[src/rtl/if_fetch.sv]
// Instruction-fetch stage: owns the PC, issues one outstanding request at a time
// to instruction memory, and presents returned words to the IF/ID register.
// Fetched JALs may redirect the next fetch (static taken prediction).
// Redirect priority: switch (trap) > flush (branch) > halt (stall).
module if_fetch #(
  parameter logic [63:0] RESET_PC    = 64'h0,
  parameter bit          PREDICT_JAL = 1'b1
) (
  input  logic        clk,
  input  logic        rst,
  input  logic        halt,
  input  logic        flush,
  input  logic [63:0] flush_pc,
  input  logic        switch,
  input  logic [63:0] switch_pc,
  output logic        imem_req,
  output logic [63:0] imem_addr,
  input  logic        imem_ready,
  input  logic        imem_rvalid,
  input  logic [31:0] imem_rdata,
  output logic [63:0] IF_pc,
  output logic [31:0] IF_ins,
  output logic [63:0] IF_pc4,
  output logic        IF_valid,
  output logic        IF_jump
);

  typedef enum logic [1:0] {
    S_REQ,
    S_WAIT,
    S_HOLD,
    S_DROP
  } state_t;

  state_t      r_state, w_state_nxt;
  logic [63:0] r_pc, w_pc_nxt;

  // Output slot (drives IF_* directly)
  logic        r_slot_valid, w_slot_valid_nxt;
  logic [63:0] r_slot_pc, w_slot_pc_nxt;
  logic [63:0] r_slot_pc4, w_slot_pc4_nxt;
  logic [31:0] r_slot_ins, w_slot_ins_nxt;
  logic        r_slot_jump, w_slot_jump_nxt;

  // Single-entry hold buffer; its occupancy is implied by S_HOLD
  logic [63:0] r_hold_pc, w_hold_pc_nxt;
  logic [31:0] r_hold_ins, w_hold_ins_nxt;
  logic        r_hold_jump, w_hold_jump_nxt;

  logic        w_is_jal;
  logic [63:0] w_jal_off;
  logic [63:0] w_pc_seq;
  logic [63:0] w_pc_word_nxt;
  logic        w_redirect;
  logic [63:0] w_redir_sel;
  logic [63:0] w_redir_pc;
  logic        w_slot_free;

  assign w_is_jal      = PREDICT_JAL && (imem_rdata[6:0] == 7'b1101111);
  assign w_jal_off     = {{43{imem_rdata[31]}}, imem_rdata[31], imem_rdata[19:12],
                          imem_rdata[20], imem_rdata[30:21], 1'b0};
  assign w_pc_seq      = r_pc + 64'd4;
  assign w_pc_word_nxt = w_is_jal ? (r_pc + w_jal_off) : w_pc_seq;
  assign w_redirect    = switch | flush;
  assign w_redir_sel   = switch ? switch_pc : flush_pc;
  assign w_redir_pc    = w_redir_sel & ~64'h3;
  // Slot can take a new word if empty now or being consumed at this edge
  assign w_slot_free   = !r_slot_valid || !halt;

  assign imem_req  = rst && (r_state == S_REQ);
  assign imem_addr = r_pc;

  assign IF_valid = r_slot_valid;
  assign IF_pc    = r_slot_pc;
  assign IF_pc4   = r_slot_pc4;
  assign IF_ins   = r_slot_ins;
  assign IF_jump  = r_slot_jump;

  // State, PC, output slot and hold buffer registers
  always_ff @(posedge clk or negedge rst) begin
    if (!rst) begin
      r_state      <= S_REQ;
      r_pc         <= RESET_PC;
      r_slot_valid <= 1'b0;
      r_slot_pc    <= '0;
      r_slot_pc4   <= '0;
      r_slot_ins   <= '0;
      r_slot_jump  <= 1'b0;
      r_hold_pc    <= '0;
      r_hold_ins   <= '0;
      r_hold_jump  <= 1'b0;
    end else begin
      r_state      <= w_state_nxt;
      r_pc         <= w_pc_nxt;
      r_slot_valid <= w_slot_valid_nxt;
      r_slot_pc    <= w_slot_pc_nxt;
      r_slot_pc4   <= w_slot_pc4_nxt;
      r_slot_ins   <= w_slot_ins_nxt;
      r_slot_jump  <= w_slot_jump_nxt;
      r_hold_pc    <= w_hold_pc_nxt;
      r_hold_ins   <= w_hold_ins_nxt;
      r_hold_jump  <= w_hold_jump_nxt;
    end
  end

  // Next-state, next-PC and slot/buffer update; redirects override the normal flow
  always_comb begin
    w_state_nxt      = r_state;
    w_pc_nxt         = r_pc;
    w_slot_valid_nxt = r_slot_valid;
    w_slot_pc_nxt    = r_slot_pc;
    w_slot_pc4_nxt   = r_slot_pc4;
    w_slot_ins_nxt   = r_slot_ins;
    w_slot_jump_nxt  = r_slot_jump;
    w_hold_pc_nxt    = r_hold_pc;
    w_hold_ins_nxt   = r_hold_ins;
    w_hold_jump_nxt  = r_hold_jump;

    // Slot is consumed on every non-halted edge unless reloaded below
    if (!halt) begin
      w_slot_valid_nxt = 1'b0;
      w_slot_pc_nxt    = '0;
      w_slot_pc4_nxt   = '0;
      w_slot_ins_nxt   = '0;
      w_slot_jump_nxt  = 1'b0;
    end

    case (r_state)
      S_REQ: begin
        if (imem_ready) w_state_nxt = S_WAIT;
      end
      S_WAIT: begin
        if (imem_rvalid) begin
          w_pc_nxt = w_pc_word_nxt;
          if (w_slot_free) begin
            w_slot_valid_nxt = 1'b1;
            w_slot_pc_nxt    = r_pc;
            w_slot_pc4_nxt   = w_pc_seq;
            w_slot_ins_nxt   = imem_rdata;
            w_slot_jump_nxt  = w_is_jal;
            w_state_nxt      = S_REQ;
          end else begin
            w_hold_pc_nxt    = r_pc;
            w_hold_ins_nxt   = imem_rdata;
            w_hold_jump_nxt  = w_is_jal;
            w_state_nxt      = S_HOLD;
          end
        end
      end
      S_HOLD: begin
        if (!halt) begin
          w_slot_valid_nxt = 1'b1;
          w_slot_pc_nxt    = r_hold_pc;
          w_slot_pc4_nxt   = r_hold_pc + 64'd4;
          w_slot_ins_nxt   = r_hold_ins;
          w_slot_jump_nxt  = r_hold_jump;
          w_state_nxt      = S_REQ;
        end
      end
      S_DROP: begin
        if (imem_rvalid) w_state_nxt = S_REQ;
      end
      default: w_state_nxt = S_REQ;
    endcase

    // A redirect discards everything buffered; a request still in flight
    // (or accepted on this very edge) must have its response dropped.
    if (w_redirect) begin
      w_pc_nxt         = w_redir_pc;
      w_slot_valid_nxt = 1'b0;
      w_slot_pc_nxt    = '0;
      w_slot_pc4_nxt   = '0;
      w_slot_ins_nxt   = '0;
      w_slot_jump_nxt  = 1'b0;
      w_hold_pc_nxt    = '0;
      w_hold_ins_nxt   = '0;
      w_hold_jump_nxt  = 1'b0;
      case (r_state)
        S_REQ:          w_state_nxt = imem_ready  ? S_DROP : S_REQ;
        S_WAIT, S_DROP: w_state_nxt = imem_rvalid ? S_REQ  : S_DROP;
        default:        w_state_nxt = S_REQ;
      endcase
    end
  end

endmodule
[config.mk]
export PLATFORM = sky130hd
export DESIGN_NAME = if_fetch
export DESIGN_NICKNAME = d
export VERILOG_FILES = /design/src/rtl/if_fetch.sv
export SDC_FILE = /design/constraint.sdc
export NUM_CORES = 1
export LEC_CHECK = 0
export ABC_CLOCK_PERIOD_IN_PS = 4250
export CORE_MARGIN = 2
export CORE_UTILIZATION = 40
export DETAILED_ROUTE_END_ITERATION = 6
export DONT_BUFFER_PORTS = 1
export REMOVE_ABC_BUFFERS = 1
export SLEW_MARGIN = 20
export SYNTH_ARGS = -nofsm -noshare
export SYNTH_HDL_FRONTEND = slang
export SYNTH_SLANG_ARGS = --single-unit
export TNS_END_PERCENT = 30
[constraint.sdc]
create_clock -name clk -period 4.25 [get_ports clk]
set_input_delay 1.0625 -clock clk [delete_from_list [all_inputs] [get_ports clk]]
set_output_delay 1.0625 -clock clk [all_outputs]
set_load 0.1 [all_outputs]
==> results.py <==
metrics = {
    "run_status": {
        "status": "completed",
    },
    "route": {
        "routed_wl_um": 84200,
        "vias": 20200,
        "drc": 0,
        "dr.pass1.iters": 6,
        "wl_per_cell_um": 25.9,
        "first_iter_violations": 1853,
        "viasPerCell": 6.22,
        "ant_nets": 0,
    },
    "sta": {
        "clock.fmax_mhz": 274,
        "clock_skew_ps": 14.6,
        "rsz0062_at_grt": "false",
        "fin_setup_tns_ps": 0,
        "worst_slew_pin_slew_ps": 1090,
        "slew_viol_final": 0,
        "report.final.hold_viol_count": 0,
        "post-route-period-util_pct": 85.7,
        "max-slew-margin-rel_pct": 27.1,
        "fin_crit_ps": 3640,
        "setup_violations": 0,
    },
    "global_routing": {
        "antenna_found_initial": 2,
        "grt_first_pass_wirelength_um": 124000,
        "grt_pass1_vias": 19600,
        "gr-total-overflow": 0,
        "busiest_layer": "met2",
        "use_met2_pct": 48.6,
        "grt_use_met3_pct": 7.79,
        "grt_use_total_pct": 30.0,
        "use_met1_pct": 39.3,
        "grt_max_degree": 326,
    },
    "layout": {
        "nNetsFinal": 2766,
        "drive_gt1_share_pct": 9.38,
        "finish.utilization_pct": 45.1,
        "syn_to_final_growth_pct": 12.1,
        "instances_no_fill": 3247,
    },
    "synth": {
        "synthFlopType": "dfrtp_1",
        "syn_avg_cell_area_um2": 8.30,
        "yosys_warnings": 0,
        "synth_edf_count": 0,
        "syn_area_um2": 21000,
        "ys_ff_latch": 324,
        "synthCells": 2535,
        "synthArstFlopShare_pct": 100,
        "yosysUniqueCellTypes": 89,
        "yosysSeqAreaShare_pct": 38.5,
    },
    "die": {
        "die_area_um2": 54400,
        "start_util_pct": 40.3,
        "die_h_um": 233,
        "fp-row-count": 84,
        "coreArea_um2": 52200,
        "die_w_um": 233,
        "io-pin-count": 394,
    },
    "setup_path": {
        "crit_arrival_ps": 4070,
        "r2r_end": "imem_addr[40]",
        "cp-end-kind": "register",
        "critPathCapture": "imem_addr[40]",
        "crit_path_start": "imem_rdata[20]",
        "path_max_fanout": 6,
        "timing.rr.start": "imem_addr[11]",
        "critPathKind": "input pin to register",
        "r2r.worst_path.cells": 11,
        "worstPathRequired_ps": 4680,
        "regToRegSetupSlack_ps": 640,
        "startpoint_type": "input pin",
    },
    "clocking": {
        "h-tree-depth": 2,
        "cts_resized": 0,
        "cts_buffers": 40,
        "cts_tree": "built",
        "cts.sinks": 324,
        "cts_hold_buf": 0,
        "post_cts_buffers": 0,
        "clk_path_buf_depth": 3,
        "clock_latency_ps": 570,
        "cts-root-buf": "clkbuf_16",
        "path_clk_slew_ps": 60,
    },
    "power": {
        "powerDensity_nw_per_um2": 472,
        "power_uw": 11100,
        "vdd_drop_max_v": 0.000317,
        "power.leakage_uw": 0.00964,
    },
    "run": {
        "drv_cap": 0,
    },
    "placed_design": {
        "dp_cells": 3176,
        "gp_congestion": 0.904,
        "port_buffers": 0,
        "dp_hpwl_um": 59600,
    },
    "worst_hold_path": {
        "hp-class": "input pin to asynchronous set/reset pin",
    },
}
## cell type report
type	count	area, um^2
diodes	1	2.50
clock buffers	54	1120
clock inverters	16	155
fillers	5159	28700
inverters	42	158
multi-input cells	1986	12100
flip-flops and latches	324	8110
well taps	688	861
repair buffers	136	1050
## cells in the final DEF (no fill, tap or decap), types with 14 or more instances in the layout
cell type,instances
a21o_1,42
o221ai_1,36
a22oi_1,77
a221oi_1,15
and2_1,19
nand3_1,81
inv_1,41
nor2_1,158
a222oi_1,35
and3_1,48
a22o_1,33
clkbuf_16,41
dfrtp_1,324
nand4_1,33
a21oi_1,262
ha_1,68
nand2_1,438
buf_4,134
o21ai_0,175
nor3_1,35
xnor2_1,80
o22ai_1,46
xor2_1,93
o21bai_1,14
## worst min path at each step
stage / start / endpoint / slack [ps] / cells after the start
floorplan: r_hold_pc[0] / r_hold_pc[0] / 480 / 1
global placement: r_hold_pc[0] / r_hold_pc[0] / 500 / 1
detailed placement: r_hold_pc[0] / r_hold_pc[0] / 500 / 1
CTS: rst / IF_pc[44] / 170 / 0
global route: rst / IF_pc[44] / 190 / 0
finish: rst / IF_pc[44] / 200 / 0
## stage by stage
step | hold WS (ps) | setup slack [ps] | area [um^2]
finish | 204 | 606 | 23600
floorplan | 477 | -1500 | 20300
global route | 192 | 336 | 23600
global placement | 503 | 144 | 22300
detailed placement | 498 | 119 | 22300
CTS | 175 | 692 | 23600
## synthesized netlist by cell type (5+ instances only)
cell type	instances	share of area, %
nor3_1	35	0.83
a221o_1	5	0.24
buf_1	9	0.16
a222oi_1	35	1.7
o211ai_1	13	0.46
a21o_1	42	1.5
buf_2	9	0.21
and2_1	20	0.59
a31oi_1	10	0.30
nor2b_1	11	0.33
nor4_1	5	0.15
nand2b_1	6	0.18
clkbuf_1	162	2.9
or3_1	6	0.18
o21bai_1	14	0.50
dfrtp_1	324	39
nand4_1	33	0.98
a22o_1	33	1.4
xor2_1	93	3.9
a21oi_1	264	6.3
o21a_1	13	0.46
and4_1	13	0.54
a22oi_1	77	2.7
o221ai_1	36	1.5
xnor2_1	80	3.3
nor2_1	160	2.9
ha_1	68	4.0
a211oi_1	12	0.43
nand2_1	440	7.9
o31ai_1	5	0.18
o21ai_1	7	0.17
a221oi_1	15	0.62
o21ai_0	175	4.2
inv_1	41	0.73
and3_1	48	1.4
nand3_1	82	2.0
o22ai_1	46	1.4
## critical path, stage by stage
cell      delay (ps)
ha_1             280
a21oi_1          490
o211ai_1         190
a21oi_1          330
o22a_2           290
o211ai_1         210
a21boi_0         620
o21bai_1         190
xor2_1           170
nand3_1          120
o211ai_1         110
## cell families (layout without fill, tap and decap cells)
kind of cell | after synthesis | in the layout | synth area share [%]
other cells | 1 | 2 | 0.0178
simple gates | 894 | 894 | 19.7
xor+xnor | 173 | 173 | 7.20
buf+inv | 225 | 248 | 4.10
compound gates | 845 | 845 | 26.1
mux | 4 | 4 | 0.190
flops | 324 | 324 | 38.5
fa+ha+maj | 69 | 69 | 4.14
## sequential cells by signal (all words and copies together), names as in the netlist
register,flops
IF_pc4,64
IF_pc,64
r_hold_pc,64
imem_addr,63
IF_ins,32
r_hold_ins,32
r_state,2
IF_jump,1
IF_valid,1
r_hold_jump,1
## routing by layer
metal	part of all wire, %	vias up	wire length, um
met5	0	-	0
met4	2.7	0	2260
met3	8.9	112	7460
met2	47	825	39200
met1	42	10000	35200
li1	-	9215	-
## power breakdown
part | switching, uW | total, uW | internal (uW)
logic | 2820 | 3900 | 1090
clock network | 1460 | 3450 | 1990
registers | 555 | 3790 | 3230
Note: power is estimated with default switching activity, not from simulation.
==> RTL edit, RTL diff (config.mk and constraints unchanged) <==
Reset style: synchronous (`rst`), changed in one clocked block.
--- a/src/rtl/if_fetch.sv
+++ b/src/rtl/if_fetch.sv
@@ -79,3 +79,3 @@
   // State, PC, output slot and hold buffer registers
-  always_ff @(posedge clk or negedge rst) begin
+  always_ff @(posedge clk) begin
     if (!rst) begin
Function: differs if rst is asserted again (counterexample within 4 cycles, from zero or initial values and one cycle with rst low); with rst held inactive, the same outputs for 4 cycles.
==> RTL edit against the unedited design <==
Setup slack worse by 0.031 ns; sequential cell count down 1; clock power up 4%; final area down 2.8%; die area down 2.4%; fmax down 0.85%; area after synthesis down 2.5%; largest cell class unchanged; routed wire length up 4.3%; total power down 17%; non-clock buffer count down 13; first-iteration DRC count up 18%.
==> RTL edit: results (changes against the unedited design) <==
[worst_setup_path]
critical-path-max-stage-delay_ns = 0.54  ; -0.08 ns
critPathTopFamily = simple AND/OR/NAND/NOR gates
cp-endpoint = imem_addr[45]$_SDFFE_PN0P_
cp_max_fo = 8  ; +2
crit_start = imem_addr[2]$_SDFFE_PN0P_
critical_path_arrival_ns = 4.19  ; +0.12 ns
reg2regPathDepth = 10  ; -1
crit_slowest_cell = nor2_2
ff2ff_setup_slack_ns = 0.58  ; -0.06 ns

[power_and_ir_drop]
p_leak_nw = 8.02  ; -17%
cellPowerDensity_nw_per_um2 = 401  ; -15%
max-vdd-ir-drop_uv = 291  ; -8.4%

[global_route]
grtUsageMet2_pct = 51.9  ; +3.3 points
grt_usage_pct = 31.7  ; +1.7 points
grt_max_degree = 149  ; -54%
antenna_found_initial = 7  ; +5
use_met3_pct = 7.45  ; -0.34 points
grtUsageMet1_pct = 40.1  ; +0.84 points
grt_first_pass_wirelength_mm = 130  ; +4.9%
first_global_vias = 20500  ; +4.6%

[routing]
drtIter0Drc = 2195  ; +18%
dr_wl_met3_mm = 8.35  ; +12%
wl_met2_mm = 40.4  ; +3.0%
vias_per_cell = 6.37  ; +2.4%
met1Wirelength_mm = 35.5  ; +0.73%
highest_layer = met5

[worst_hold_path]
hold_path_class = reg2reg

[finish]
drive_above_1_share_pct = 8.76  ; -0.62 points
nNetsFinal = 2924  ; +5.7%

[placement]
place_hpwl_mm = 61.1  ; +2.5%
placed_area_um2 = 21600  ; -3.3%
dp_slack_ns = 0.0927  ; -0.0262 ns

[synthesis]
synth_seq_area_share_pct = 31.5  ; -7.0 points
yosys-top-cells-count = nand2_1, dfxtp_1, a21oi_1, nor2_1, clkbuf_1
netlist_top_cells_area = dfxtp_1, nand2_1, a21oi_1
synth_cell_types = 91  ; +2.2%
synthArstFlopShare_pct = 0  ; -100 points

[outcome]
status = finished clean

[timing]
max_freq_ghz = 0.272  ; -0.85%
slew_headroom_pct = 25.1  ; -2.0 points
skew_ns = 0.0280  ; +0.0134 ns

[cts]
clk_latency_ns = 0.59  ; +0.02 ns
cts_inserted_buffers = 41  ; +2.5%
postCtsHoldBufs = 0  ; unchanged

RTL edit: cell types whose count changed after synthesis, moves of 15 or more:
cell and delta:
a21oi_1 +34, nand2_1 -32, dfrtp_1 -324, a22o_1 +49, o21ai_0 -15, a22oi_1 +42
a222oi_1 -27, nor2_1 +97, dfxtp_1 +323, clkbuf_1 +25, o211ai_1 +21, nand4_1 +16
RTL edit: how the worst min path moves through the flow:
stage	to	slack, ns	startpoint
global route	r_hold_ins[17]$_SDFFE_PP0P_	0.47	r_hold_ins[17]$_SDFFE_PP0P_
floorplan	r_hold_ins[0]$_SDFFE_PP0P_	0.44	r_hold_ins[0]$_SDFFE_PP0P_
detailed placement	r_hold_ins[1]$_SDFFE_PP0P_	0.45	r_hold_ins[1]$_SDFFE_PP0P_
finish	r_hold_ins[23]$_SDFFE_PP0P_	0.45	r_hold_ins[23]$_SDFFE_PP0P_
global placement	r_hold_ins[8]$_SDFFE_PP0P_	0.44	r_hold_ins[8]$_SDFFE_PP0P_
CTS	r_hold_ins[27]$_SDFFE_PP0P_	0.46	r_hold_ins[27]$_SDFFE_PP0P_
RTL edit: tightest hold or removal path: stages (launching register included):
cell and delay, ns:
dfxtp_1 0.31, nand2_1 0.05, a21oi_1 0.05
RTL edit: report_power, final:
part | total, mW | internal, mW | switching (mW) | leakage, nW
sequential | 3.26 | 3.09 | 0.167 | 2.62
combinational | 2.35 | 0.626 | 1.72 | 4.73
clock | 3.60 | 2.13 | 1.47 | 0.668
RTL edit: area by class of cell:
| class | count | share of cell area [%] |
|---|---|---|
| flip-flops and latches | 323 | 28.2 |
| clock inverters | 16 | 0.731 |
| inverters | 42 | 0.688 |
| clock buffers | 56 | 5.17 |
| multi-input cells | 2157 | 57.0 |
| diodes | 4 | 0.0437 |
| repair buffers | 123 | 4.52 |
| well taps | 672 | 3.67 |
RTL edit: metrics by stage:
stage	hold slack, ns	setup TNS (ns)	total power [mW]	cells
6_report	0.452	0	9.21	3393
5_1_grt	0.471	0	9.51	3391
4_1_cts	0.456	0	9.19	3389
3_5_place_dp	0.448	0	5.62	3317
3_3_place_gp	0.441	0	5.59	3317
2_1_floorplan	0.436	-370.07	4.86	2522
RTL edit: kinds of logic (layout without fill, tap and decap cells):
group | Yosys count | in the layout | share of synthesized area (%)
DFF | 323 | 323 | 31.5
muxes | 9 | 9 | 0.470
buffers and inverters | 266 | 237 | 5.03
AOI/OAI and AO/OA | 940 | 940 | 29.9
xor gates and xnor gates | 169 | 169 | 7.22
other | 1 | 5 | 0.0183
and+or+nand+nor | 969 | 969 | 21.6
adders and majority gates | 69 | 69 | 4.25
